--- src/rtl/seg_pkg.sv ---
// Shared definitions for the seven-segment scan driver.
// Contents:
//   scan_state_t - scan FSM state encoding (IDLE, GUARD, SHOW)
//   SEG_DASH     - glyph for non-decimal codes 10..15
//   SEG_BLANK    - all segments off
//   SEG_TABLE    - 16-entry code-to-segment table, bit 0 = segment a, bit 6 = segment g
package seg_pkg;

    typedef enum logic [1:0] {
        ST_IDLE  = 2'd0,
        ST_GUARD = 2'd1,
        ST_SHOW  = 2'd2
    } scan_state_t;

    localparam logic [6:0] SEG_DASH  = 7'b1000000;
    localparam logic [6:0] SEG_BLANK = 7'b0000000;

    // Packed so that SEG_TABLE[code] selects the glyph directly; entry 15 comes first.
    localparam logic [15:0][6:0] SEG_TABLE = {
        SEG_DASH, SEG_DASH, SEG_DASH, SEG_DASH, SEG_DASH, SEG_DASH, // 15..10
        7'b1101111,  // 9
        7'b1111111,  // 8
        7'b0000111,  // 7
        7'b1111101,  // 6
        7'b1101101,  // 5
        7'b1100110,  // 4
        7'b1001111,  // 3
        7'b1011011,  // 2
        7'b0000110,  // 1
        7'b0111111   // 0
    };

endpackage

--- src/rtl/bcd_to_seg.sv ---
// Combinational BCD to seven-segment decoder.
// Ports:
//   code - 4-bit input code (0..9 decimal glyphs, 10..15 dash)
//   seg  - 7-bit active-high segments, seg[0]=a .. seg[6]=g
module bcd_to_seg
    import seg_pkg::*;
(
    input  logic [3:0] code,
    output logic [6:0] seg
);

    assign seg = SEG_TABLE[code];

endmodule

--- src/rtl/bcd_seg_scan.sv ---
// Multiplexed seven-segment display scanner.
// Each digit is driven for PRESCALE cycles, separated by GUARD_CYC cycles with
// every anode off so the previous digit cannot ghost into the next one.
// Ports:
//   clk, rst    - clock and synchronous active-high reset
//   digit_in    - DIGITS packed BCD digits, digit 0 in bits [3:0]
//   dp_in       - decimal-point request per digit
//   load        - strobe capturing digit_in/dp_in into the shadow register
//   blank_lz    - leading-zero blanking enable
//   seg, dp, an - registered segment, decimal point and one-hot anode outputs
//   frame_done  - one-cycle pulse after the last digit of a scan
module bcd_seg_scan
    import seg_pkg::*;
#(
    parameter int DIGITS    = 4,
    parameter int PRESCALE  = 50000,
    parameter int GUARD_CYC = 16
) (
    input  logic                  clk,
    input  logic                  rst,
    input  logic [4*DIGITS-1:0]   digit_in,
    input  logic [DIGITS-1:0]     dp_in,
    input  logic                  load,
    input  logic                  blank_lz,
    output logic [6:0]            seg,
    output logic                  dp,
    output logic [DIGITS-1:0]     an,
    output logic                  frame_done
);

    localparam int PW = (PRESCALE  > 1) ? $clog2(PRESCALE)  : 1;
    localparam int GW = (GUARD_CYC > 1) ? $clog2(GUARD_CYC) : 1;
    localparam int IW = (DIGITS    > 1) ? $clog2(DIGITS)    : 1;

    localparam logic [PW-1:0] PRE_LAST   = PW'(PRESCALE - 1);
    localparam logic [GW-1:0] GUARD_LAST = GW'(GUARD_CYC - 1);
    localparam logic [IW-1:0] IDX_LAST   = IW'(DIGITS - 1);

    scan_state_t           state_reg;
    logic [IW-1:0]         idx_reg;
    logic [PW-1:0]         pre_cnt_reg;
    logic [GW-1:0]         guard_cnt_reg;
    logic [4*DIGITS-1:0]   shadow_digit_reg;
    logic [DIGITS-1:0]     shadow_dp_reg;
    logic [6:0]            seg_reg;
    logic                  dp_reg;
    logic [DIGITS-1:0]     an_reg;
    logic                  frame_done_reg;

    // Per-digit views of the shadow register.
    logic [3:0]            digit_arr [DIGITS];
    logic [DIGITS:0]       zero_above;   // zero_above[i]: digits i..DIGITS-1 are all zero
    logic [DIGITS-1:0]     lz_blank;     // digit i qualifies as a leading zero
    logic [DIGITS-1:0]     an_onehot;

    assign zero_above[DIGITS] = 1'b1;

    generate
        for (genvar gi = 0; gi < DIGITS; gi++) begin : g_digit
            assign digit_arr[gi]  = shadow_digit_reg[4*gi +: 4];
            assign zero_above[gi] = (digit_arr[gi] == 4'd0) && zero_above[gi+1];
            assign an_onehot[gi]  = (idx_reg == IW'(gi));
            // The least-significant digit always shows, so a value of zero reads "0".
            if (gi == 0) begin : g_lsd
                assign lz_blank[gi] = 1'b0;
            end else begin : g_upper
                assign lz_blank[gi] = zero_above[gi];
            end
        end
    endgenerate

    logic [3:0] cur_code;
    logic [6:0] cur_seg;
    logic       cur_blank;

    assign cur_code  = digit_arr[idx_reg];
    assign cur_blank = blank_lz && lz_blank[idx_reg];

    bcd_to_seg u_dec (
        .code (cur_code),
        .seg  (cur_seg)
    );

    always_ff @(posedge clk) begin
        if (rst) begin
            state_reg        <= ST_IDLE;
            idx_reg          <= '0;
            pre_cnt_reg      <= '0;
            guard_cnt_reg    <= '0;
            shadow_digit_reg <= '0;
            shadow_dp_reg    <= '0;
            seg_reg          <= SEG_BLANK;
            dp_reg           <= 1'b0;
            an_reg           <= '0;
            frame_done_reg   <= 1'b0;
        end else begin
            frame_done_reg <= 1'b0;

            // The shadow is only consulted on GUARD->SHOW, so loading mid-SHOW
            // leaves the driven digit untouched.
            if (load) begin
                shadow_digit_reg <= digit_in;
                shadow_dp_reg    <= dp_in;
            end

            case (state_reg)
                ST_IDLE: begin
                    if (load) begin
                        state_reg     <= ST_GUARD;
                        idx_reg       <= '0;
                        guard_cnt_reg <= '0;
                    end
                end

                ST_GUARD: begin
                    if (guard_cnt_reg == GUARD_LAST) begin
                        state_reg     <= ST_SHOW;
                        guard_cnt_reg <= '0;
                        pre_cnt_reg   <= '0;
                        seg_reg       <= cur_blank ? SEG_BLANK : cur_seg;
                        dp_reg        <= shadow_dp_reg[idx_reg];
                        an_reg        <= an_onehot;
                    end else begin
                        guard_cnt_reg <= guard_cnt_reg + 1'b1;
                    end
                end

                ST_SHOW: begin
                    if (pre_cnt_reg == PRE_LAST) begin
                        state_reg      <= ST_GUARD;
                        pre_cnt_reg    <= '0;
                        seg_reg        <= SEG_BLANK;
                        dp_reg         <= 1'b0;
                        an_reg         <= '0;
                        frame_done_reg <= (idx_reg == IDX_LAST);
                        idx_reg        <= (idx_reg == IDX_LAST) ? '0 : idx_reg + 1'b1;
                    end else begin
                        pre_cnt_reg <= pre_cnt_reg + 1'b1;
                    end
                end

                default: begin
                    state_reg <= ST_IDLE;
                end
            endcase
        end
    end

    assign seg        = seg_reg;
    assign dp         = dp_reg;
    assign an         = an_reg;
    assign frame_done = frame_done_reg;

endmodule

--- config.mk ---
export PLATFORM = sky130hd
export DESIGN_NAME = bcd_seg_scan
export DESIGN_NICKNAME = d
export VERILOG_FILES = /design/src/rtl/seg_pkg.sv /design/src/rtl/bcd_to_seg.sv /design/src/rtl/bcd_seg_scan.sv
export SDC_FILE = /design/constraint.sdc
export NUM_CORES = 1
export LEC_CHECK = 0
export ABC_AREA = 1
export BUFFER_PORTS_ARGS = -buffer_cell sky130_fd_sc_hd__buf_2
export CAP_MARGIN = 20
export CORE_AREA = 10 10 96 98
export CTS_CLUSTER_DIAMETER = 150
export DETAILED_ROUTE_END_ITERATION = 8
export DIE_AREA = 0 0 106 108
export GPL_TIMING_DRIVEN = 0
export PLACE_DENSITY = 0.63
export SLEW_MARGIN = 5
export SYNTH_ARGS = -nofsm -noshare
export SYNTH_HDL_FRONTEND = slang
export SYNTH_SLANG_ARGS = --single-unit
--- constraint.sdc ---
create_clock -name clk -period 2.55 [get_ports clk]
set_input_delay 0 -clock clk [delete_from_list [all_inputs] [get_ports clk]]
set_output_delay 0 -clock clk [all_outputs]
set_load 0.02 [all_outputs]
==> flow_summary.yaml, run 1 <==
final_layout:
  antenna_cells: 0
  nNetsFinal: 517
  fill_cells: 777
  drive_gt1_share_pct: 15.2
  syn_to_final_growth_pct: 24.4
  fin_cells: 588
route:
  remaining_drc_errors: 0
  wire_per_inst_um: 11.9
  detail-route-antenna-nets: 0
  drt_first_pass_iters: 4
  drt_wl_total_um: 7020
  vias: 2785
  drtIter0Drc: 80
  vias_per_cell: 4.74
placement:
  dp_cells: 553
  port_buffers: 35
  hpwl_um: 5160
  pre_cts_slack_ns: 0.513
  place_congestion: 0.886
clock_tree:
  clk_pin_slew_ns: 0.07
  cts_max_level: 3
  cts_tree: "yes"
  clk_path_buf_depth: 2
  cts-root-buf: "clkbuf_8"
  cts-buffers-inserted: 9
  clk_latency_ns: 0.34
  cts_resized: 0
  clock_sinks: 57
yosys:
  postSynthNetCount: 451
  synthFlopType: "dfxtp_1"
  avgSynthCellArea_um2: 6.87
  synth_area_um2: 2860
  yosysWarnings: 0
  ys_seq_area_share_pct: 39.9
  yosysMostFrequentCell: "nand2_1"
  synth_cells: 416
  synth_area_leader_cell: "dfxtp_1"
  ys_seq_elements: 57
  synth_edf_count: 0
  async_flop_share_pct: 0
  synth_top_area_share_pct: 39.9
  synthTopCellsByCount: "nand2_1 (106), nor2_1 (60), dfxtp_1 (57), a21oi_1 (44), nand3_1 (36)"
  yosysUniqueCellTypes: 30
  synthTopCellsByArea: "dfxtp_1 (40%), nand2_1 (14%), nor2_1 (7.9%), a21oi_1 (7.7%), nand3_1 (6.3%)"
worst_setup_path:
  worstPathMaxFanout: 10
  crit_required_ns: 2.76
  worstSetupPathType: "flop to flop"
  worst_setup_path_end_kind: "flop"
  crit_chain: "buf_2, nand2_1, a32oi_1, inv_1, ha_1, nand3_1, nand3_1, nand3_1, a21oi_1"
  crit_buf_inv: 2
  cpMostUsedCell: "nand3_1"
  crit_family: "flip-flops"
  crit_slowest_cell: "dfxtp_1"
  startpoint_type: "flop"
  cp_data_arrival_time_ns: 2.23
  path_depth: 9
  r2r_cells: 9
  max_stage_delay_ns: 0.47
die:
  initial_utilization_pct: 38.4
  die-area_um2: 11400
  placementRows: 32
  pin_count: 37
  die_w_um: 106
  core_area_um2: 7450
  dieHeight_um: 108
worst_hold_path:
  hold_path.class: "input pin to flop"
  holdPathStages: 2
timing:
  fmax_mhz: 493
  timing.hold.ws_ns: 0.0458
  min_period_ns: 2.03
  worst_pin_slew_ns: 0.505
  min_period_over_period_pct: 79.5
  slew_viol_final: 0
  finalSetupViolations: 0
  hold_viol: 0
  clock-skew-final_ns: 0.00923
  slew_headroom_pct: 66.3
  setup_ws_ns: 0.522
  fin_setup_tns_ns: 0
  rsz0062_at_grt: "no"
global_route:
  grt_pass1_vias: 2745
  use_met2_pct: 20.8
  grt_overflow: 0
  grt_pass1_wl_um: 12300
  gr-usage-all-layers_pct: 13.1
  antenna_found_initial: 0
  grt_use_met1_pct: 16.0
  use_met3_pct: 4.64
  grt_start_max_net_pins: 12
  grt-busiest-layer: "met2"
pwr:
  leakagePower_nw: 1.45
  p_per_area_nw_per_um2: 563
  ir_worst_vdd_mv: 0.267
  power_mw: 2.00
flow_run:
  drv_cap: 0
run_status:
  status: "finished clean"
-- area by class of cell --
cell class,instances,area [um2],share of cell area (%)
Multi-Input combinational cell,315,1540,43.2
Sequential cell,57,1140,32.1
Timing Repair Buffer,55,375,10.6
Clock buffer,12,155,4.36
Tap cell,102,128,3.59
Inverter,29,109,3.06
Buffer,15,72.6,2.04
Clock inverter,3,40.0,1.13
-- kinds of logic after synthesis --
| family | after synthesis | share of synthesized area [%] |
|---|---|---|
| AND/OR/NAND/NOR | 223 | 34.0 |
| AO/OA/AOI/OAI | 79 | 14.3 |
| flip-flops | 57 | 39.9 |
| buffers and inverters | 44 | 6.35 |
| adder cells (fa/ha/maj) | 11 | 4.81 |
| XOR/XNOR | 2 | 0.613 |
-- through the flow --
step                utilization (%)  cell area, um2
floorplan                         -            2860
global placement               42.5            3160
detailed placement             42.5            3160
CTS                            47.8            3560
global route                   47.8            3560
finish                         47.8            3560
-- power by group --
part / internal [mW] / switching, mW / total (mW)
registers: 0.919 / 0.0208 / 0.940
logic: 0.0877 / 0.124 / 0.212
clock network: 0.496 / 0.355 / 0.851
total: 1.50 / 0.500 / 2.00
-- final timing paths --
path                            slack [ns]                     from                     endpoint
worst max-delay path                  0.52  idx_reg[0]$_SDFFE_PP0P_          seg[3]$_SDFFE_PP0P_
worst min-delay path                  0.05                      rst  pre_cnt_reg[2]$_SDFFE_PP0P_
worst max register to register        0.52  idx_reg[0]$_SDFFE_PP0P_          seg[3]$_SDFFE_PP0P_
worst min register to register        0.46      seg[5]$_SDFFE_PP0P_          seg[5]$_SDFFE_PP0P_
-- layer usage --
layer | part of all wire (%) | vias up
li1 | - | 1485
met1 | 50 | 1244
met2 | 44 | 45
met3 | 4.5 | 11
met4 | 1.6 | 0
met5 | 0 | -
-- cell usage in the layout (no fill, tap or decap), types with 2 or more instances in the layout --
cell           Yosys  final
a21oi_1           44     44
buf_2              4     39
clkbuf_1           8      9
clkbuf_8           0     11
clkinv_2           0      2
dfxtp_1           57     57
dlygate4sd3_1      0     20
ha_1              11     11
inv_1             20     20
inv_2              8      8
nand2_1          106    106
nand2_2            3      3
nand3_1           36     36
nand3b_1           3      3
nand4_1            3      3
nor2_1            60     60
nor2_4             4      4
nor3_1             2      2
o21ai_0           30     30
or2_1              2      2
or2_2              2      2
xnor2_1            2      2
-- repair_timing --
action | 4_1_cts | 5_1_grt
endpoints found under the hold margin | 20 | 0
hold buffers | 20 | 0
buffers inserted | 0 | 0
Power figures use the tool's default switching activity.
==> inputs of run 2 (changes only) <==
==> constraint.sdc (replaced) <==
create_clock -name clk -period 2.04 [get_ports clk]
set_input_delay 0 -clock clk [delete_from_list [all_inputs] [get_ports clk]]
set_output_delay 0 -clock clk [all_outputs]
set_load 0.02 [all_outputs]
==> flow_summary.yaml, run 2 (same netlist as run 1, synthesis figures left out) <==
pwr:
  combPwrFrac_pct: 10.6
  switching_power_mw: 0.626
  clock_power_share_pct: 42.5
  power_mw: 2.50
  p_per_area_nw_per_um2: 703
  p_int_mw: 1.88
  ir_worst_vdd_mv: 0.335
  seqPwrFrac_pct: 46.9
  p_sw_share_pct: 25.0
  leakagePower_nw: 1.45
worst_setup_path:
  cp_data_arrival_time_ns: 2.06
  worstPathMaxFanout: 10
  r2r_cells: 9
  r2r_setup_slack_ns: 0.18
  worstSetupPathType: "flop to flop"
  r2r-start: "idx_reg[0]$_SDFFE_PP0P_"
  crit_start: "idx_reg[0]$_SDFFE_PP0P_"
  crit_required_ns: 2.25
  r2r-end: "seg[3]$_SDFFE_PP0P_"
  worst_setup_path_end_kind: "flop"
  startpoint_type: "flop"
timing:
  slew_viol_final: 0
  finalSetupViolations: 0
  fmax_mhz: 538
  rsz0062_at_grt: "no"
  worst_pin_slew_ns: 0.505
  clock-skew-final_ns: 0.00923
  min_period_ns: 1.86
  slew_headroom_pct: 66.3
  fin_setup_tns_ns: 0
  hold_viol: 0
  min_period_over_period_pct: 91.1
final_layout:
  nNetsFinal: 516
  final_core_util_pct: 47.8
  fill_cells: 776
  stdcell_area_um2: 3560
  final_cell_mix: "nand2_1 (106), nor2_1 (60), dfxtp_1 (56)"
  syn_to_final_growth_pct: 24.6
  antenna_cells: 0
  drive_gt1_share_pct: 15.5
  fin_cells: 587
  final_common_cell: "nand2_1"
clock_tree:
  cts_tree: "yes"
  clk_latency_ns: 0.34
  clock_sinks: 57
  clk_pin_slew_ns: 0.07
  cts_max_level: 3
  clk_path_buf_depth: 2
  cts-buffers-inserted: 9
  post_cts_buffers: 0
  cts-root-buf: "clkbuf_8"
route:
  drt_first_pass_iters: 4
  vias: 2768
  remaining_drc_errors: 0
  detail-route-antenna-nets: 0
  wire_per_inst_um: 12.0
  drtIter0Drc: 70
  vias_per_cell: 4.72
  drt_wl_total_um: 7030
placement:
  dp_cells: 553
  port_buffers: 35
  hpwl_um: 5160
  place_congestion: 0.886
  place_area_um2: 3160
worst_hold_path:
  hp-start: "rst"
  holdPathStages: 2
  holdPathEnd: "pre_cnt_reg[2]$_SDFFE_PP0P_"
  hold_path.class: "input pin to flop"
die:
  initial_utilization_pct: 38.4
  pin_count: 37
  dieHeight_um: 108
  die_w_um: 106
  placementRows: 32
  core_area_um2: 7450
  die-area_um2: 11400
global_route:
  grt_overflow: 0
  grt_pass1_wl_um: 12300
  antenna_found_initial: 0
  grt_start_max_net_pins: 12
  grt_pass1_vias: 2745
  gr-usage-all-layers_pct: 13.1
flow_run:
  drv_cap: 0
run_status:
  status: "finished clean"
## run 2: changes by cell type in the layout (fill, tap and decap cells not counted)
cell     delta
dfxtp_1     -1
a32oi_1     -1
a32oi_2     +1
dfxtp_2     +1
buf_2       -1
## run 2: metal layers
layer | vias up | share of wire (%) | track usage (%)
met5 | - | 0 | 0
met4 | 0 | 1.6 | 4.84
met3 | 11 | 4.4 | 4.64
met2 | 41 | 44 | 20.8
met1 | 1234 | 50 | 16.0
li1 | 1482 | - | -
## run 2: area by class of cell
cell class,instances,area [um2],share of cell area (%)
sequential,57,1140,32.1
tap,102,128,3.58
timing repair buffer,55,375,10.5
clock buffer,12,155,4.36
buffer,14,67.6,1.90
multi-input combinational,315,1540,43.4
inverter,29,109,3.06
clock inverter,3,40.0,1.12
## run 2: how the worst max path moves through the flow
| stage | slack (ns) | cells after the start | endpoint |
|---|---|---|---|
| 2_1_floorplan | 0.27 | 9 | seg[3]$_SDFFE_PP0P_ |
| 3_3_place_gp | 0.01 | 9 | seg[3]$_SDFFE_PP0P_ |
| 3_5_place_dp | 0.003 | 9 | seg[3]$_SDFFE_PP0P_ |
| 4_1_cts | 0.08 | 10 | seg[3]$_SDFFE_PP0P_ |
| 5_1_grt | 0.03 | 9 | seg[3]$_SDFFE_PP0P_ |
| 6_report | 0.18 | 9 | seg[3]$_SDFFE_PP0P_ |
## run 2: metrics by stage
| stage | setup slack, ns | hold slack [ns] |
|---|---|---|
| 2_1_floorplan | 0.268 | 0.135 |
| 5_1_grt | 0.0266 | 0.0647 |
| 3_5_place_dp | 0.00349 | 0.226 |
| 4_1_cts | 0.0845 | 0.0328 |
| 6_report | 0.182 | 0.0450 |
| 3_3_place_gp | 0.0102 | 0.222 |
## run 2: power by group through the flow
stage	Clock (mW)	Sequential, mW	Combinational [mW]
3_3_place_gp	0	1.20	0.232
5_1_grt	1.14	1.18	0.307
6_report	1.06	1.17	0.265
2_1_floorplan	0	1.19	0.171
3_5_place_dp	0	1.20	0.236
4_1_cts	1.09	1.17	0.266
## run 2: repair_timing
item	CTS	global route
setup endpoints to repair	1	4
resized for setup	1	1
hold buffers	20	0
hold endpoints to repair	20	0
## run 2: worst max-delay path, stage by stage, from the launching register on
cell	delay, ns
dfxtp_2	0.40
buf_2	0.23
nand2_1	0.09
a32oi_2	0.25
inv_1	0.12
ha_1	0.30
nand3_1	0.10
nand3_1	0.08
nand3_1	0.08
a21oi_1	0.06
==> inputs of run 3 (changes only) <==
==> config.mk (replaced) <==
export PLATFORM = sky130hd
export DESIGN_NAME = bcd_seg_scan
export DESIGN_NICKNAME = d
export VERILOG_FILES = /design/src/rtl/seg_pkg.sv /design/src/rtl/bcd_to_seg.sv /design/src/rtl/bcd_seg_scan.sv
export SDC_FILE = /design/constraint.sdc
export NUM_CORES = 1
export LEC_CHECK = 0
export BUFFER_PORTS_ARGS = -buffer_cell sky130_fd_sc_hd__buf_2
export CAP_MARGIN = 20
export CORE_AREA = 10 10 95 97
export CTS_CLUSTER_DIAMETER = 150
export DETAILED_ROUTE_END_ITERATION = 8
export DIE_AREA = 0 0 105 107
export GPL_TIMING_DRIVEN = 0
export PLACE_DENSITY = 0.62
export SLEW_MARGIN = 20
export SYNTH_ARGS = -nofsm -noshare
export SYNTH_HDL_FRONTEND = slang
export SYNTH_SLANG_ARGS = --single-unit
export TNS_END_PERCENT = 100
==> flow_summary.yaml, run 3 <==
global_route:
  grt_pass1_vias: 2458
  antenna_found_initial: 0
  grt_overflow: 0
  grt_start_max_net_pins: 11
  gr-usage-all-layers_pct: 12.7
  grt_pass1_wl_um: 11700
final_layout:
  final_cell_mix: "dfxtp_1 (56), nor2_1 (37), buf_2 (35)"
  drive_gt1_share_pct: 21.1
  final_common_cell: "dfxtp_1"
  final_core_util_pct: 49.7
  syn_to_final_growth_pct: 28.4
  antenna_cells: 0
  nNetsFinal: 410
  fill_cells: 693
worst_setup_path:
  r2r-start: "idx_reg[1]$_SDFFE_PP0P_"
  r2r_setup_slack_ns: 0.06
  r2r_cells: 5
  crit_required_ns: 2.32
  worstSetupPathType: "flop to flop"
  cp_data_arrival_time_ns: 2.26
  startpoint_type: "flop"
  worst_setup_path_end_kind: "flop"
  r2r-end: "seg[0]$_SDFFE_PP0P_"
  worstPathMaxFanout: 9
  crit_start: "idx_reg[1]$_SDFFE_PP0P_"
timing:
  fmax_mhz: 506
  finalSetupViolations: 0
  hold_viol: 0
  worst_pin_slew_ns: 0.702
  min_period_ns: 1.98
  min_period_over_period_pct: 97.0
  setup_ws_ns: 0.0621
  fin_setup_tns_ns: 0
  clock-skew-final_ns: 0.0154
  slew_viol_final: 0
  slew_headroom_pct: 53.2
clock_tree:
  clk_pin_slew_ns: 0.07
  clock_sinks: 57
  cts_max_level: 3
  cts_tree: "yes"
  cts-root-buf: "clkbuf_8"
  clk_path_buf_depth: 2
  cts-buffers-inserted: 9
  clk_latency_ns: 0.34
die:
  die_w_um: 105
  pin_count: 37
  placementRows: 31
  die-area_um2: 11200
  dieHeight_um: 107
  initial_utilization_pct: 38.7
  core_area_um2: 7140
yosys:
  ys_seq_elements: 57
  synthTopCellsByArea: "dfxtp_1 (41%), mux2i_1 (8.7%), nor2_1 (5.2%), ha_1 (5.0%), a21oi_1 (3.4%)"
  synth_area_um2: 2760
  synth_cells: 303
  yosysMostFrequentCell: "dfxtp_1"
  yosysUniqueCellTypes: 48
  async_flop_share_pct: 0
  synthFlopType: "dfxtp_1"
  synth_edf_count: 0
  avgSynthCellArea_um2: 9.11
  ys_seq_area_share_pct: 41.3
  synth_area_leader_cell: "dfxtp_1"
  postSynthNetCount: 338
  synth_top_area_share_pct: 41.3
  yosysWarnings: 0
  synthTopCellsByCount: "dfxtp_1 (57), nor2_1 (38), mux2i_1 (24), nand2_1 (22), a21oi_1 (19)"
pwr:
  leakagePower_nw: 1.39
  power_mw: 2.40
  p_sw_share_pct: 23.5
  p_per_area_nw_per_um2: 676
  p_int_mw: 1.83
  combPwrFrac_pct: 8.0
  clock_power_share_pct: 43.4
  ir_worst_vdd_mv: 0.455
  switching_power_mw: 0.563
  seqPwrFrac_pct: 48.6
placement:
  port_buffers: 34
  place_congestion: 0.874
  pre_cts_slack_ns: -0.160
  hpwl_um: 4800
route:
  drtIter0Drc: 121
  vias_per_cell: 5.19
  drt_wl_total_um: 6970
  detail-route-antenna-nets: 0
  wire_per_inst_um: 14.5
  remaining_drc_errors: 0
  vias: 2486
  drt_first_pass_iters: 4
worst_hold_path:
  hold_path.class: "input pin to flop"
  hp-start: "load"
  holdPathStages: 4
  holdPathEnd: "idx_reg[1]$_SDFFE_PP0P_"
run_status:
  status: "finished clean"
flow_run:
  drv_cap: 0
run 3: cell count changes in the layout (fill, tap and decap cells not counted), sizes merged, moves of 7 or more:
cell / change
buf: +7
o21ai: -20
nand2: -86
nand3: -24
inv: -19
mux2i: +24
nor2: -26
a311oi: +10
a21oi: -25
run 3: per-layer routing:
layer | GRT usage (%) | share of wire [%] | vias up
li1 | - | - | 1265
met1 | 15.7 | 48 | 1146
met2 | 20.4 | 46 | 67
met3 | 2.81 | 4.5 | 8
met4 | 6.27 | 1.9 | 0
met5 | 0 | 0 | -
run 3: cell families after synthesis:
family | Yosys count | synth area share (%)
flops | 57 | 41.3
buf+inv | 28 | 4.12
fa+ha+maj | 11 | 4.99
mux | 30 | 12.8
simple gates | 111 | 20.1
compound gates | 66 | 16.7
run 3: worst max-delay path by stage:
| stage | end | slack (ns) | cells after the start |
|---|---|---|---|
| CTS | seg[5]$_SDFFE_PP0P_ | 0.003 | 6 |
| global placement | pre_cnt_reg[13]$_SDFFE_PP0P_ | -0.17 | 7 |
| finish | seg[0]$_SDFFE_PP0P_ | 0.06 | 5 |
| global route | seg[0]$_SDFFE_PP0P_ | -0.01 | 5 |
| floorplan | seg[3]$_SDFFE_PP0P_ | 0.07 | 7 |
| detailed placement | pre_cnt_reg[13]$_SDFFE_PP0P_ | -0.16 | 7 |
run 3: what timing repair did:
action / 4_1_cts / 5_1_grt
pin swaps: 1 / 2
cloned: 0 / 0
buffers inserted: 2 / 6
resized for setup: 4 / 18
endpoints found under the hold margin: 20 / 0
hold buffers: 20 / 0
setup endpoints to repair: 23 / 21
run 3: through the flow:
step	instance area (um2)	std cells	hold WS, ns
3_3_place_gp	3060	436	0.234
6_report	3540	479	0.215
4_1_cts	3470	474	0.164
5_1_grt	3540	479	0.220
2_1_floorplan	2760	303	0.147
3_5_place_dp	3060	436	0.241
run 3: final cells by class:
type	count	area, um2	area share [%]
Multi-Input combinational cell	218	1530	43.1
Sequential cell	57	1140	32.2
Timing Repair Buffer	62	430	12.1
Clock buffer	13	149	4.20
Tap cell	99	124	3.49
Buffer	18	96.3	2.72
Clock inverter	3	40.0	1.13
Inverter	9	33.8	0.953
run 3: power by group through the flow:
stage,combinational (mW),sequential [mW],clock (mW)
floorplan,0.111,1.18,0
global placement,0.153,1.19,0
detailed placement,0.157,1.19,0
CTS,0.189,1.16,1.06
global route,0.214,1.17,1.11
finish,0.192,1.16,1.04
run 3: critical path, cell delays in order, from the launching register on:
cell     delay [ns]
dfxtp_2        0.36
buf_8          0.14
mux4_2         0.56
o21ai_0        0.54
o21a_1         0.21
a22o_1         0.12
